File: src/rtl/uart_rx_ctrl.sv
// Receive-FIFO read controller: turns host RBR/LSR/FCR accesses into FIFO strobes and raises RDA/timeout interrupts.
// Latency: pop one cycle after rbr_rd, FCR and LSR strobes one cycle after the access, interrupts one cycle after their condition.
// Backpressure: rbr_rd is dropped while a pop is settling (rbr_busy) or while the FIFO is empty.
module uart_rx_ctrl #(
    parameter int FIFO_DEPTH     = 16,
    parameter int FIFO_COUNTER_W = 5,
    parameter int TOUT_W         = 10
) (
    input  logic                      clk,
    input  logic                      nreset,
    input  logic                      fcr_wr,
    input  logic                      fcr_fifo_en,
    input  logic                      fcr_rx_clr,
    input  logic [1:0]                fcr_trig,
    input  logic                      ier_rda,
    input  logic                      rbr_rd,
    input  logic                      lsr_rd,
    input  logic                      baud_tick,
    input  logic [TOUT_W-1:0]         tout_ticks,
    input  logic                      rx_push,
    input  logic [FIFO_COUNTER_W-1:0] rx_count,
    input  logic                      rx_error_bit,
    output logic                      fifo_pop,
    output logic                      fifo_reset,
    output logic                      reset_status,
    output logic                      rbr_busy,
    output logic                      data_ready,
    output logic                      lsr_err,
    output logic                      rda_int,
    output logic                      tout_int
);

    typedef enum logic [1:0] {IDLE, POP, SETTLE} state_t;

    state_t                      state_q, state_d;
    logic                        fifo_en_q, fifo_en_d;
    logic [1:0]                  trig_q, trig_d;
    logic                        fifo_reset_q, fifo_reset_d;
    logic                        reset_status_q, reset_status_d;
    logic [TOUT_W-1:0]           tcnt_q, tcnt_d;
    logic                        tout_flag_q, tout_flag_d;
    logic                        rda_int_q, rda_int_d;
    logic                        tout_int_q, tout_int_d;
    logic [FIFO_COUNTER_W-1:0]   thr;
    logic                        fifo_empty;
    logic                        tout_restart;

    // Trigger levels saturate at the FIFO depth so small FIFOs can still interrupt.
    function automatic logic [FIFO_COUNTER_W-1:0] lvl(input int n);
        return (n > FIFO_DEPTH) ? FIFO_COUNTER_W'(FIFO_DEPTH) : FIFO_COUNTER_W'(n);
    endfunction

    always_comb begin
        thr = lvl(1);
        if (fifo_en_q) begin
            case (trig_q)
                2'b00:   thr = lvl(1);
                2'b01:   thr = lvl(4);
                2'b10:   thr = lvl(8);
                default: thr = lvl(14);
            endcase
        end
    end

    assign fifo_empty   = (rx_count == '0);
    assign tout_restart = rx_push | rbr_rd | fifo_reset_q | fifo_empty;

    always_comb begin
        fifo_en_d      = fifo_en_q;
        trig_d         = trig_q;
        fifo_reset_d   = 1'b0;
        reset_status_d = lsr_rd;
        if (fcr_wr) begin
            fifo_en_d    = fcr_fifo_en;
            trig_d       = fcr_trig;
            fifo_reset_d = fcr_rx_clr | (fcr_fifo_en != fifo_en_q);
        end
    end

    always_comb begin
        state_d = state_q;
        case (state_q)
            IDLE:    if (rbr_rd && !fifo_empty) state_d = POP;
            POP:     state_d = SETTLE;
            default: state_d = IDLE;
        endcase
        if (fifo_reset_q) state_d = IDLE;
    end

    // Clear wins over set: a push or read in the expiry cycle keeps the flag low.
    always_comb begin
        tcnt_d      = tcnt_q;
        tout_flag_d = tout_flag_q;
        if (tout_restart) begin
            tcnt_d      = tout_ticks;
            tout_flag_d = 1'b0;
        end else begin
            if (baud_tick && (tcnt_q != '0)) tcnt_d = tcnt_q - TOUT_W'(1);
            if (tcnt_q == '0) tout_flag_d = 1'b1;
        end
    end

    assign rda_int_d  = ier_rda & (rx_count >= thr);
    assign tout_int_d = ier_rda & tout_flag_q;

    always_ff @(posedge clk or negedge nreset) begin
        if (!nreset) begin
            state_q        <= IDLE;
            fifo_en_q      <= 1'b0;
            trig_q         <= 2'b00;
            fifo_reset_q   <= 1'b0;
            reset_status_q <= 1'b0;
            tcnt_q         <= '0;
            tout_flag_q    <= 1'b0;
            rda_int_q      <= 1'b0;
            tout_int_q     <= 1'b0;
        end else begin
            state_q        <= state_d;
            fifo_en_q      <= fifo_en_d;
            trig_q         <= trig_d;
            fifo_reset_q   <= fifo_reset_d;
            reset_status_q <= reset_status_d;
            tcnt_q         <= tcnt_d;
            tout_flag_q    <= tout_flag_d;
            rda_int_q      <= rda_int_d;
            tout_int_q     <= tout_int_d;
        end
    end

    assign fifo_pop     = (state_q == POP);
    assign rbr_busy     = (state_q != IDLE);
    assign fifo_reset   = fifo_reset_q;
    assign reset_status = reset_status_q;
    assign data_ready   = !fifo_empty;
    assign lsr_err      = rx_error_bit & fifo_en_q;
    assign rda_int      = rda_int_q;
    assign tout_int     = tout_int_q;

endmodule

File: config.mk
export PLATFORM = sky130hd
export DESIGN_NAME = uart_rx_ctrl
export DESIGN_NICKNAME = d
export VERILOG_FILES = /design/src/rtl/uart_rx_ctrl.sv
export SDC_FILE = /design/constraint.sdc
export NUM_CORES = 1
export LEC_CHECK = 0
export CAP_MARGIN = 20
export CELL_PAD_IN_SITES_DETAIL_PLACEMENT = 0
export CELL_PAD_IN_SITES_GLOBAL_PLACEMENT = 1
export CORE_UTILIZATION = 36
export CTS_BUF_LIST = sky130_fd_sc_hd__clkbuf_4 sky130_fd_sc_hd__clkbuf_8 sky130_fd_sc_hd__clkbuf_16
export CTS_CLUSTER_SIZE = 12
export DETAILED_ROUTE_END_ITERATION = 7
export PLACE_DENSITY = 0.81
export SETUP_SLACK_MARGIN = 0.3
export SYNTH_ARGS = -nofsm -noshare
export SYNTH_HDL_FRONTEND = slang
export SYNTH_SLANG_ARGS = --single-unit
File: constraint.sdc
create_clock -name clk -period 4.61 [get_ports clk]
set_input_delay 0.922 -clock clk [delete_from_list [all_inputs] [get_ports clk]]
set_output_delay 0.922 -clock clk [all_outputs]
set_load 0.05 [all_outputs]
==> summary.md <==
| Metric | Value |
|---|---|
| Status | `completed` |
| Worst hold path stage count | `1` |
| Top post-synthesis cells by area | `dfrtp_1 (46%), ha_1 (5.8%), nand2_1 (4.5%), o21ai_1 (3.7%), mux2_2 (3.1%)` |
| Avg Inst Size Synth | `9.975 µm²` |
| PD cells | `298.9 nW/µm²` |
| CTS Sinks | `20` |
| Fillers | `264` |
| Row count | `19` |
| RSZ-0062 raised after global routing | `false` |
| Area of the multi-input gates | `554.3 µm²` |
| Setup_tns | `0 ns` |
| Core area | `2805 µm²` |
| Combinational Power Share | `0.228` |
| Setup CP Type | `in -> out` |
| Share of cells above drive strength 1 | `0.08276` |
| Initial DRT Pass Iterations | `2` |
| Root Buffer | `clkbuf_4` |
| DPL Wire Length | `1641 µm` |
| PortBufs | `35` |
| Met3 Resource Use GR | `0.02765` |
| Post-CTS setup repair buffer count | `0` |
| Setup crit end kind | `primary output` |
| Critical path peak fanout | `3` |
| CTS clock-pin slew for the worst setup and hold paths | `0.12 ns` |
| Switching share of power | `0.2696` |
| GRT Resource Usage Total | `0.1425` |
| Post-Route WL | `2105 µm` |
| Slew Limit Fails | `0` |
| Initial antenna violation count | `0` |
| Final setup viols | `0` |
| Switching power | `121.8 µW` |
| R2r endpoint | `tcnt_q[1]` |
| Drt wl/cell | `11.96 µm` |
| Hold Path End | `state_q[0]` |
| Grt peak-use layer | `met2` |
| Longest Clk Path Bufs | `2` |
| First-pass GRT wire length | `3567 µm` |
| Total CTS buffers | `3` |
| HP Start | `fifo_reset` |
| Clock share of power | `0.319` |
| Fmax achieved | `269.8 MHz` |
| GR Util met2 | `0.2653` |
| Startpoint Class | `input port` |
| Total power | `451.8 µW` |
| Overflow after GRT | `0` |
| Hold/Removal Path Class | `reg -> reg` |
| # DRC | `0` |
| Cell area after synthesis | `1077 µm²` |
| R2R setup slack | `2.43 ns` |
| Post-synthesis cell type count | `32` |
| Post-DRT Antenna Nets | `0` |
| Max_slew headroom | `0.4236` |
| N_diodes | `0` |
| Clock Skew | `0.002887 ns` |
| Internal power | `330.0 µW` |
| Worst skew pair latency | `0.30 ns` |
| Starting Density | `0.3840` |
| Via count | `905` |
| VDD IR max | `0.1602 mV` |
| Pre-CTS setup slack | `0.9082 ns` |
| Gpl congestion | `0.7267` |
| Max-cap violations | `0` |
| Post_cts resized | `0` |
| Cell taking the most area after synthesis | `dfrtp_1` |
| Syn-to-layout area delta | `40.30%` |
| Die ar. | `3215 µm²` |
| Most frequent cells in the layout | `clkdlybuf4s50_1 (35), dfrtp_1 (20), nand2_1 (13), nor2_1 (8), o21ai_1 (8)` |
| Syn nets | `141` |
| Final Util | `0.5388` |
| Proportion of synthesized chip area in sequential cells | `0.4646` |
| Die Ht | `56.71 µm` |
| Boundary pin count | `36` |
| Pin count of the biggest net entering global routing | `23` |
| Hold Slack | `0.4849 ns` |
| Vias in the first global route | `895` |
| Hold Buf Count CTS | `0` |
| Initial drt markers | `14` |
| Leak pwr | `0.0006236 µW` |
| Sequential Area | `500.5 µm²` |
| Synth Instances | `108` |
| Vias per cell | `5.142` |
| Sequential fraction of design power | `0.452` |
| Grt met1 use | `0.1577` |
| Hold Fails Final Rpt | `0` |
| Die span in x | `56.71 µm` |
| Share of the synthesized area in the top cell type | `0.4646` |
| Arr. time, crit path | `2.78 ns` |
| Fin crit share | `0.8041` |
| Fin worst setup slack | `0.9033 ns` |
| R2r worst-path depth | `5` |
| Slew @ Worst Pin | `0.8619 ns` |
| Worst path required time | `3.69 ns` |
| Count of nets after finishing | `179` |
| Yosys warnings | `0` |
| H-Tree Level Count | `1` |
| Synthesized flop and latch total | `20` |
| Commonest non-fill, non-tap cell in the layout | `clkdlybuf4s50_1` |
| Worst r2r src | `tcnt_q[5]` |
| CTS tree | `built` |
| Tmin final | `3.707 ns` |
==> worst max-delay path: stages <==
cell and delay (ns):
clkdlybuf4s50_1 0.42, or4_1 0.51, nor2_1 0.18, inv_1 0.06
clkdlybuf4s50_1 0.69
==> metal layers <==
layer  vias to the layer above  share of wire
li1                        458              -
met4                         0         0.0067
met5                         -              0
met3                         2          0.044
met2                        22           0.52
met1                       423           0.43
==> layout make-up <==
class / instances / share of cell area
multi-input cells: 82 / 0.3667
flip-flops and latches: 20 / 0.3311
repair buffers: 35 / 0.2318
well taps: 31 / 0.02566
clock inverters: 1 / 0.01987
clock buffers: 3 / 0.01490
inverters: 4 / 0.009934
==> worst max path at each step <==
stage          depth (start not counted)          to  slack, ns   startpoint
3_5_place_dp                           5  data_ready       0.91  rx_count[1]
5_1_grt                                5  data_ready       0.83  rx_count[1]
6_report                               5  data_ready       0.90  rx_count[1]
2_1_floorplan                          3  data_ready       1.90  rx_count[1]
3_3_place_gp                           5  data_ready       0.90  rx_count[1]
4_1_cts                                5  data_ready       0.90  rx_count[1]
==> flip-flops by register name, indices dropped and copies added (netlist names) <==
name / cells
trig_q: 2
rda_int: 1
fifo_reset: 1
fifo_en_q: 1
tout_flag_q: 1
state_q: 2
reset_status: 1
tcnt_q: 10
tout_int: 1
==> synthesized netlist by cell type <==
cell       instances
mux2i_1            2
o21ai_1            8
or3_4              1
xnor2_1            2
nand2b_1           2
nor3_1             4
and2_1             2
a2bb2oi_1          2
nand2_1           13
or4b_1             1
a21boi_0           1
or3_1              1
o21ai_2            1
or4_4              1
mux2_2             3
inv_1              4
o21ai_0            2
or2_2              1
dfrtp_1           20
o31ai_4            1
ha_1               5
a221o_1            1
or4_1              4
a21oi_1            2
nand3_1            2
clkbuf_1           2
nor2_1             8
xor2_1             3
nor4_1             2
o21a_1             1
nor2b_1            5
nor4b_1            1
==> through the flow <==
| step | instances | area (µm²) |
|---|---|---|
| finish | 176 | 1511 |
| global route | 176 | 1511 |
| CTS | 176 | 1511 |
| detailed placement | 172 | 1459 |
| global placement | 172 | 1459 |
| floorplan | 108 | 1077 |
==> power groups by stage <==
stage | Sequential [µW] | Combinational, µW | Clock, µW
detailed placement | 208 | 104 | 0
global placement | 208 | 103 | 0
global route | 207 | 113 | 157
floorplan | 212 | 52.5 | 0
finish | 204 | 103 | 144
CTS | 204 | 105 | 148
==> cell families (layout without fill, tap and decap cells) <==
family,Yosys count,in the layout,synth area share
xor+xnor,5,5,0.04066
compound gates,19,19,0.1231
flops,20,20,0.4646
simple gates,48,48,0.2427
buf+inv,6,43,0.02090
fa+ha+maj,5,5,0.05807
mux,5,5,0.04994
No activity file was read; power rests on OpenSTA's default activity.
